**config.mk**
```make
export PLATFORM = sky130hd
export DESIGN_NAME = sfft_stream_decoder
export DESIGN_NICKNAME = d
export VERILOG_FILES = /design/src/rtl/sfft_stream_decoder_pkg.sv /design/src/rtl/sfft_stream_decoder_ubit_counter.sv /design/src/rtl/sfft_stream_decoder.sv
export SDC_FILE = /design/constraint.sdc
export NUM_CORES = 1
export LEC_CHECK = 0
export ABC_CLOCK_PERIOD_IN_PS = 2200
export CORE_MARGIN = 2
export CORE_UTILIZATION = 45
export CTS_CLUSTER_DIAMETER = 150
export DETAILED_ROUTE_END_ITERATION = 8
export PLACE_DENSITY = 0.67
export SYNTH_ARGS = -nofsm -noshare
export SYNTH_HDL_FRONTEND = slang
export SYNTH_SLANG_ARGS = --single-unit
```
**constraint.sdc**
```tcl
create_clock -name iClk -period 2.2 [get_ports iClk]
set_input_delay 0.22 -clock iClk [delete_from_list [all_inputs] [get_ports iClk]]
set_output_delay 0.22 -clock iClk [all_outputs]
set_load 0.005 [all_outputs]
```
**src/rtl/sfft_stream_decoder_pkg.sv**
```systemverilog
// Shared types and helpers for the stochastic FFT stream back-end.
// Used by the decoder and by the binary-to-stream encoders.
package sfft_stream_decoder_pkg;

    typedef enum logic [1:0] {
        IDLE   = 2'd0,
        WARMUP = 2'd1,
        ACCUM  = 2'd2
    } state_t;

    localparam int DEF_BITWIDTH  = 8;
    localparam int DEF_NUMINPUTS = 8;
    localparam int DEF_LATENCY   = 3;

    function automatic int window_of(input int bw);
        return 1 << bw;
    endfunction

    // Bipolar range [-WINDOW, +WINDOW] needs two bits beyond BITWIDTH.
    function automatic int ow_of(input int bw);
        return bw + 2;
    endfunction

endpackage

```
**src/rtl/sfft_stream_decoder_ubit_counter.sv**
```systemverilog
// Per-lane unary bit counter with bipolar conversion of the final count.
// The value output already includes the bit presented this cycle.
module ubit_counter
    import sfft_stream_decoder_pkg::*;
#(
    parameter int BITWIDTH = DEF_BITWIDTH,
    parameter int OW       = ow_of(BITWIDTH)
) (
    input  logic                 clk,
    input  logic                 rst,
    input  logic                 clr,
    input  logic                 en,
    input  logic                 sample,
    output logic signed [OW-1:0] value
);

    localparam int CW = BITWIDTH + 1;
    localparam logic [OW-1:0] WIN = OW'(window_of(BITWIDTH));

    logic [CW-1:0] count;
    logic [CW-1:0] total;
    logic [OW-1:0] dbl;

    always_ff @(posedge clk) begin
        if (rst || clr) begin
            count <= '0;
        end else if (en) begin
            count <= count + CW'(sample);
        end
    end

    assign total = count + CW'(sample);
    assign dbl   = OW'({total, 1'b0});
    assign value = dbl - WIN;

endmodule

```
**src/rtl/sfft_stream_decoder.sv**
```systemverilog
// Integrates NUMINPUTS real and imaginary unary streams over 2^BITWIDTH
// enabled samples and emits one signed bipolar value per lane.
module sfft_stream_decoder
    import sfft_stream_decoder_pkg::*;
#(
    parameter int BITWIDTH  = DEF_BITWIDTH,
    parameter int NUMINPUTS = DEF_NUMINPUTS,
    parameter int LATENCY   = DEF_LATENCY,
    parameter int OW        = ow_of(BITWIDTH)
) (
    input  logic                    iClk,
    input  logic                    iRst,
    input  logic                    iEn,
    input  logic                    iClr,
    input  logic                    iStart,
    input  logic [NUMINPUTS-1:0]    iReal,
    input  logic [NUMINPUTS-1:0]    iImg,
    output logic                    oBusy,
    output logic                    oValid,
    output logic [NUMINPUTS*OW-1:0] oReal,
    output logic [NUMINPUTS*OW-1:0] oImg
);

    localparam int WINDOW = window_of(BITWIDTH);
    localparam int PMAX   = (LATENCY > WINDOW) ? LATENCY : WINDOW;
    localparam int PW     = $clog2(PMAX + 1);
    localparam logic [PW-1:0] LAST_WARM =
        PW'((LATENCY > 0) ? LATENCY - 1 : 0);
    localparam logic [PW-1:0] LAST_SAMPLE = PW'(WINDOW - 1);

    state_t        state;
    state_t        state_n;
    logic [PW-1:0] phase;
    logic [PW-1:0] phase_n;
    logic          accept;
    logic          step;
    logic          done;
    logic          lane_clr;

    logic [NUMINPUTS*OW-1:0] real_val;
    logic [NUMINPUTS*OW-1:0] img_val;
    logic [NUMINPUTS*OW-1:0] real_q;
    logic [NUMINPUTS*OW-1:0] img_q;
    logic                    valid_q;

    always_ff @(posedge iClk) begin
        if (iRst) begin
            state <= IDLE;
            phase <= '0;
        end else begin
            state <= state_n;
            phase <= phase_n;
        end
    end

    always_comb begin
        state_n = state;
        phase_n = phase;
        accept  = 1'b0;
        step    = 1'b0;
        done    = 1'b0;
        if (iClr) begin
            state_n = IDLE;
            phase_n = '0;
        end else if (iEn) begin
            unique case (state)
                IDLE: begin
                    if (iStart) begin
                        accept  = 1'b1;
                        phase_n = '0;
                        state_n = (LATENCY > 0) ? WARMUP : ACCUM;
                    end
                end
                WARMUP: begin
                    if (phase == LAST_WARM) begin
                        phase_n = '0;
                        state_n = ACCUM;
                    end else begin
                        phase_n = phase + PW'(1);
                    end
                end
                ACCUM: begin
                    step = 1'b1;
                    if (phase == LAST_SAMPLE) begin
                        done    = 1'b1;
                        phase_n = '0;
                        state_n = IDLE;
                    end else begin
                        phase_n = phase + PW'(1);
                    end
                end
                default: begin
                    state_n = IDLE;
                    phase_n = '0;
                end
            endcase
        end
    end

    // Abort and a fresh start both discard any partial lane counts.
    assign lane_clr = iClr | accept;

    for (genvar k = 0; k < NUMINPUTS; k++) begin : g_lane
        ubit_counter #(
            .BITWIDTH(BITWIDTH),
            .OW      (OW)
        ) u_re (
            .clk   (iClk),
            .rst   (iRst),
            .clr   (lane_clr),
            .en    (step),
            .sample(iReal[k]),
            .value (real_val[k*OW +: OW])
        );
        ubit_counter #(
            .BITWIDTH(BITWIDTH),
            .OW      (OW)
        ) u_im (
            .clk   (iClk),
            .rst   (iRst),
            .clr   (lane_clr),
            .en    (step),
            .sample(iImg[k]),
            .value (img_val[k*OW +: OW])
        );
    end

    always_ff @(posedge iClk) begin
        if (iRst) begin
            valid_q <= 1'b0;
            real_q  <= '0;
            img_q   <= '0;
        end else begin
            valid_q <= done;
            if (done) begin
                real_q <= real_val;
                img_q  <= img_val;
            end
        end
    end

    assign oBusy  = (state != IDLE);
    assign oValid = valid_q;
    assign oReal  = real_q;
    assign oImg   = img_q;

endmodule

```
# After elaboration in Yosys (flattened, before gate mapping)
# Index checks and enable logic that the tools add are counted.
# totals
in_bits	21
n_memories	0
mem_bits_rw	0
latchBits	0
reg_bits	316
romBits	0
out_inout_bits	162
# classes
shifts	0
multipliers	0
muxes	19
order_cmp	0
addsub	33
n_bitwise	1
eq_ne	7
reduce_logical	6
n_div	0
# ops
operator	n
subtractor 10 x 9 -> 10 bit, second input constant	16
adder 9 x 1 -> 9 bit	16
two-way mux 9 bit	3
one-hot mux 9 bit (3 select lines)	1
two-way mux 1 bit	11
adder 9 x 1 -> 9 bit, second input constant	1
equality test 9 x 2 -> 1 bit, second input constant	1
equality test 9 x 8 -> 1 bit, second input constant	1
two-way mux 2 bit	3
!= test 2 bit, second input constant	3
one-hot mux 2 bit (3 select lines)	1
AND reduction 4 bit	1
equality test 2 x 1 -> 1 bit, second input constant	1
equality test 2 bit, second input constant	1
zero test 2 bit	1
AND reduction 2 bit	1
nonzero test 2 bit	1
OR reduction 2 bit	1
logical OR 1 bit	1
bitwise OR 1 bit	1

# Longest topological paths before layout
# Gate-level depths: netlist (run 1).
# depth
word_depth	6
ltp_mapped	9
depth_no_buf	9

# Hierarchy
# From an unflattened synthesis (run 1), not the netlist that was laid out.
# hier_totals
cells_unflattened	1889
area_unflattened_um2	15547.4
# by_module_without_submodules
mod	seq_area_each_um2	area_each_um2	cells_each	instances
ubit_counter	180.2	579.3	69	16
sfft_stream_decoder	3443.3	6278.5	785	1

# Worst setup path after synthesis (run 1)
# OpenSTA, ideal clock, no wires.
# synth_timing
path_type	reg2reg
startpoint	register state[0]
endpoint	register img_q[69], in the netlist oImg[69]
setup_time_ps	123
synth_period_minus_slack_ps	1940
slack_ps	260
path_stages_with_launch	8
arrival_time_ps	1817
path_cell_list	dfxtp_1 > inv_1 > ha_1 > nand3b_1 > or3_1 > buf_2 > buf_6 > a311o_2
# synth_between
elab_chain_len	4
# synth_lines
item	line_no	rtl
start, declared	sfft_stream_decoder.sv:31	state_t state;
start signal, assigned	sfft_stream_decoder.sv:51	state <= state_n;
equality test 2 bit	sfft_stream_decoder.sv:66	unique case (state)
two-way mux 1 bit	sfft_stream_decoder.sv:66	
two-way mux 1 bit	sfft_stream_decoder.sv:65	end else if (iEn) begin
two-way mux 1 bit	sfft_stream_decoder.sv:62	if (iClr) begin
end signal, assigned	sfft_stream_decoder.sv:137	img_q <= img_val;
end, declared	sfft_stream_decoder.sv:43	logic [NUMINPUTS*OW-1:0] img_q;
# Every way passes these cells.
# A chain may end at the register's enable or synchronous reset.

# Worst setup path after layout (run 1)
# layout_timing
startpoint	register phase[1]
endpoint	register real_q[79], in the netlist oReal[79]
# layout_between
elab_chain_len	5
# layout_lines
item	line_no	rtl
start, declared	sfft_stream_decoder.sv:33	logic [PW-1:0] phase;
start signal, assigned	sfft_stream_decoder.sv:52	phase <= phase_n;
equality test 9 x 8 -> 1 bit	sfft_stream_decoder.sv:84	if (phase == LAST_SAMPLE) begin
two-way mux 1 bit	sfft_stream_decoder.sv:84	
two-way mux 1 bit	sfft_stream_decoder.sv:66	
two-way mux 1 bit	sfft_stream_decoder.sv:65	
two-way mux 1 bit	sfft_stream_decoder.sv:62	
end signal, assigned	sfft_stream_decoder.sv:136	real_q <= real_val;
end, declared	sfft_stream_decoder.sv:42	logic [NUMINPUTS*OW-1:0] real_q;
# Every way passes these cells.

==> results of run 1 <==
## logic make-up (layout without fill, tap and decap cells)
family          after synthesis  in the layout  synth area share, %
buf+inv                     138            315                 5.11
other cells                   1             16               0.0270
compound gates              271            271                 12.4
mux                           6              6                0.433
flops                       300            300                 43.3
fa+ha+maj                    39             39                 3.52
simple gates                710            711                 23.3
xor+xnor                    190            190                 12.0
## worst max-delay path, delay by kind of cell, from the launching register on
family,cells,cell delay (ps)
buf+inv,1,200
simple gates,3,1130
compound gates,1,160
fa+ha+maj,1,230
flops,1,380
## synthesized netlist by cell type, types with 8 or more instances
library cell  instances
a211oi_1             86
a21oi_1             110
a22oi_1               8
and2_1                8
and3_1               23
buf_1                 8
buf_2                33
buf_4                22
buf_6                 9
clkbuf_1             47
dfxtp_1             300
ha_1                 39
inv_1                19
nand2_1             229
nand2b_1              8
nand3_1              64
nand4_1              17
nor2_1              259
nor3_1               36
nor4_1                8
o21ai_0              32
or3_1                19
xnor2_1             124
xor2_1               66
## power by group
part           internal (uW)  total [uW]  switching, uW  leakage, uW
registers               5430        5430          0.575      0.00241
logic                   62.2         200            138      0.00261
clock network           3290        5450           2160     0.000533
total                   8790       11100           2300      0.00556
## state kept, by name, indices dropped and copies added (netlist names)
register           count
g_lane.u_im.count     72
g_lane.u_re.count     72
oImg                  72
oReal                 72
oValid                 1
phase                  9
state                  2
## layer usage
layer  part of all wire, %  global-route usage (%)  vias up
met1                    47                    26.0     5386
li1                      -                       -     5939
met2                    46                    33.1      227
met5                     0                       0        -
met4                   2.0                    5.11        0
met3                   4.3                    3.91       48
## worst paths after layout
check,cells after the start,slack (ps),endpoint
max,6,60,oReal[79]$_SDFFE_PP0P_
min,3,230,phase[0]$_SDFFE_PP0P_
max reg2reg,6,60,oReal[79]$_SDFFE_PP0P_
min reg2reg,2,460,oImg[68]$_SDFFE_PP0P_
## repair_timing
| action | 4_1_cts | 5_1_grt |
|---|---|---|
| resized for setup | 0 | 4 |
| setup endpoints to repair | 0 | 5 |
| buffers inserted | 0 | 2 |
| hold buffers | 0 | 0 |
## through the flow
| stage | setup slack, ps | cell area, um2 | TNS [ps] |
|---|---|---|---|
| after floorplan | 260 | 13900 | 0 |
| after global placement | -41.6 | 16100 | -41.6 |
| after detailed placement | -84.3 | 16100 | -92.0 |
| after CTS | 106 | 17200 | 0 |
| after global routing | -21.7 | 17200 | -52.3 |
| final | 59.6 | 17200 | 0 |
## cell type report
type	count	area share (%)
well taps	396	2.88
clock buffers	51	5.90
multi-input cells	1233	42.1
flip-flops and latches	300	34.9
inverters	19	0.414
repair buffers	239	13.5
clock inverters	6	0.341
==> results.cfg, run 1 <==
[global_routing]
grt_overflow = 0
antenna_found_initial = 0
grt_first_pass_wirelength_um = 54100
grt_max_degree = 145
grt_usage_pct = 19.7
grt_pass1_vias = 11048

[run_status]
status = completed

[setup_path]
required_ps = 2650
max_stage_delay_ps = 690
worstSetupEndpointType = flip-flop
crit_chain = ha_2 > nand4_1 > buf_4 > or3_2 > nor4b_1 > a311o_2
crit_start = phase[1]$_SDFFE_PP0P_
arrival_ps = 2590
cp_max_fo = 14
worst-setup-path-type = flip-flop to flip-flop
cp-start-kind = flip-flop
worstReg2RegStart = phase[1]$_SDFFE_PP0P_
crit_slowest_cell = or3_2

[sta]
slew-limit-headroom_pct = 54.5
skew_ps = 24.2
period_minus_slack_ps = 2140
setup-violations-final = 0
maxSlewViolCount = 0
rsz0062_at_grt = true
period_share_pct = 97.3
hold_viol_final = 0
max_slew.worst_pin.slew_ps = 682
fmax_ghz = 0.467
timing.hold.ws_ps = 235

[clock_tree]
cts_made_buffers = 34
cts_max_level = 2
root_buffer = clkbuf_16
tritoncts = yes
insertion_delay_ps = 510
clk_pin_slew_ps = 60
clockBufferDepth = 3
clock-sinks = 300

[drt]
via_per_inst = 5.17
drc_errors = 0
drt-total-wl_um = 33000
first_iter_violations = 608
drtPass1Iterations = 5
wl_per_cell_um = 14.7
ant_nets = 0
via_count = 11600

[synthesis]
ys_types = 56
syn_inst = 1655
ys_seq_elements = 300
yosysSeqAreaShare_pct = 43.3
yosysTopAreaCell = dfxtp_1
synth_area_um2 = 13900
yosys_warnings = 0
synth_area_leaders = dfxtp_1 (43%), xnor2_1 (7.8%), nor2_1 (7.0%)
avgSynthCellArea_um2 = 8.39
synth_flop_cell = dfxtp_1
async_reset_ff_share_pct = 0
yosysTopAreaCellShare_pct = 43.3
synth-edff-count = 0

[place]
routabilityCongestion = 0.832
place_inst = 2184
io_buffers = 166
place_hpwl_um = 21800

[die]
die_w_um = 180
core_area_um2 = 30500
row_count = 64
dieArea_um2 = 32300
die_h_um = 180
start_util_pct = 45.5
ios = 183

[power_and_ir_drop]
total_power_uw = 11100
power_leakage_uw = 0.00556
p_per_area_nw_per_um2 = 644
ir_drop_mv = 0.466

[layout]
mostFrequentLayoutCells = dfxtp_1 (300), nor2_1 (259), nand2_1 (229), clkdlybuf4s50_1 (165), xnor2_1 (124)
fin_util_pct = 56.5
multi_input_area_um2 = 7240
final_common_cell = dfxtp_1
stdcell_count = 2244
fill_cells = 2781
syn_to_final_growth_pct = 24.1
drive_above_1_share_pct = 8.23
nets = 1887
regArea_um2 = 6010
diodes = 0

[hold_path]
min_path_type = primary input to flip-flop
hp-start = iRst

[run]
max_cap_violations = 0
No activity file was read; power rests on OpenSTA's default activity.
==> run 2, diff against run 1 <==
--- a/config.mk
+++ b/config.mk
@@ -7,10 +7,10 @@
 export LEC_CHECK = 0
 export ABC_CLOCK_PERIOD_IN_PS = 2200
 export CORE_MARGIN = 2
-export CORE_UTILIZATION = 45
+export CORE_UTILIZATION = 56
 export CTS_CLUSTER_DIAMETER = 150
 export DETAILED_ROUTE_END_ITERATION = 8
-export PLACE_DENSITY = 0.67
+export PLACE_DENSITY = 0.81
 export SYNTH_ARGS = -nofsm -noshare
 export SYNTH_HDL_FRONTEND = slang
 export SYNTH_SLANG_ARGS = --single-unit
==> results.cfg, run 2 (synthesis results as in run 1) <==
[power_and_ir_drop]
ir_drop_mv = 0.651
power_leakage_uw = 0.00557
p_per_area_nw_per_um2 = 651
total_power_uw = 11200

[hold_path]
hp-start = iRst
min_path_type = primary input to flip-flop

[clock_tree]
cts_hold_buf = 0
clockBufferDepth = 3
clock-sinks = 300
cts_made_buffers = 31
cts_max_level = 1
insertion_delay_ps = 540
tritoncts = yes
clk_pin_slew_ps = 60
root_buffer = clkbuf_16

[setup_path]
required_ps = 2640
crit_chain = ha_2 > nand4_1 > buf_4 > nor3_4 > buf_4 > buf_12 > nor2_1 > a211oi_1
crit_top_cell = buf_4
worst-setup-path-type = flip-flop to flip-flop
arrival_ps = 2510
cp-start-kind = flip-flop
cp_max_fo = 56
crit_slowest_cell = dfxtp_1
worstReg2RegStart = phase[1]$_SDFFE_PP0P_
worstSetupEndpointType = flip-flop
max_stage_delay_ps = 390
crit_start = phase[1]$_SDFFE_PP0P_

[run_status]
status = completed

[global_routing]
antenna_found_initial = 0
grt_usage_pct = 24.4
grt_max_degree = 142
grt_pass1_vias = 11306
grt_overflow = 0
grt_first_pass_wirelength_um = 53600

[place]
io_buffers = 166
place_hpwl_um = 21800
routabilityCongestion = 0.850

[die]
dieArea_um2 = 26100
row_count = 57
die_h_um = 161
die_w_um = 161
start_util_pct = 57.1
core_area_um2 = 24300
ios = 183

[layout]
multi_input_area_um2 = 7230
final_common_cell = dfxtp_1
mostFrequentLayoutCells = dfxtp_1 (300), nor2_1 (259), nand2_1 (229), clkdlybuf4s50_1 (165), xnor2_1 (124)
nets = 1881
drive_above_1_share_pct = 8.08
diodes = 0
syn_to_final_growth_pct = 23.7
fill_cells = 1879
regArea_um2 = 6010

[sta]
setup_tns_ps = 0
fmax_ghz = 0.484
max_slew.worst_pin.slew_ps = 693
rsz0062_at_grt = false
period_share_pct = 93.9
slew-limit-headroom_pct = 53.8
hold_viol_final = 0
setup-violations-final = 0
period_minus_slack_ps = 2070
maxSlewViolCount = 0
skew_ps = 12.1

[drt]
first_iter_violations = 710
drt-total-wl_um = 33000
via_per_inst = 5.49
ant_nets = 0
drc_errors = 0
via_count = 11906
wl_per_cell_um = 15.2
drtPass1Iterations = 5

[run]
max_cap_violations = 0
==> run 2: power by group <==
| group | switching, uW | internal (uW) | total, uW |
|---|---|---|---|
| Combinational | 143 | 69.2 | 212 |
| Clock | 2100 | 3430 | 5540 |
| Sequential | 0.636 | 5430 | 5430 |
| Total | 2250 | 8930 | 11200 |
==> run 2: path summary, 6_finish.rpt <==
check,end,slack (ps),depth (start not counted)
worst min register to register,oReal[48]$_SDFFE_PP0P_,450,2
worst min-delay path,phase[0]$_SDFFE_PP0P_,160,3
worst max-delay path,oImg[23]$_SDFFE_PP0P_,130,8
worst max register to register,oImg[23]$_SDFFE_PP0P_,130,8
==> run 2: per-layer routing <==
layer / GRT usage, % / part of all wire [%] / wire [um] / vias up
met2: 43.5 / 49 / 16100 / 298
met3: 3.08 / 4.8 / 1580 / 55
met4: 7.14 / 2.5 / 830 / 0
met1: 30.8 / 44 / 14500 / 5620
met5: 0 / 0 / 0 / -
li1: - / - / - / 5933
==> run 2: final cells by class <==
| type | instances | share of cell area (%) |
|---|---|---|
| clock buffer | 46 | 5.31 |
| clock inverter | 10 | 1.06 |
| inverter | 19 | 0.415 |
| multi-input combinational | 1232 | 42.1 |
| sequential | 300 | 35.0 |
| tap | 324 | 2.36 |
| timing repair buffer | 237 | 13.8 |
==> run 2: metrics by stage <==
step / hold WS [ps] / cells / cell area (um2) / util, % / worst slack, ps
floorplan: 440 / 1670 / 13900 / - / 260
global placement: 441 / 2109 / 16000 / 65.9 / -30.6
detailed placement: 446 / 2109 / 16000 / 65.9 / -97.0
CTS: 135 / 2165 / 17100 / 70.4 / 121
global route: 159 / 2168 / 17200 / 70.6 / 14.8
finish: 155 / 2168 / 17200 / 70.6 / 134
==> run 2: repair_timing <==
item,in CTS,in global routing
setup buffers,0,2
endpoints found under the setup margin,0,8
resized for setup,0,2
==> run 2: worst max-delay path, delay by kind of cell (launching register included) <==
kind	cells	cell delay [ps]
DFF	1	390
adders and majority gates	1	230
AOI/OAI and AO/OA	1	230
buffers and inverters	3	580
and+or+nand+nor	3	500
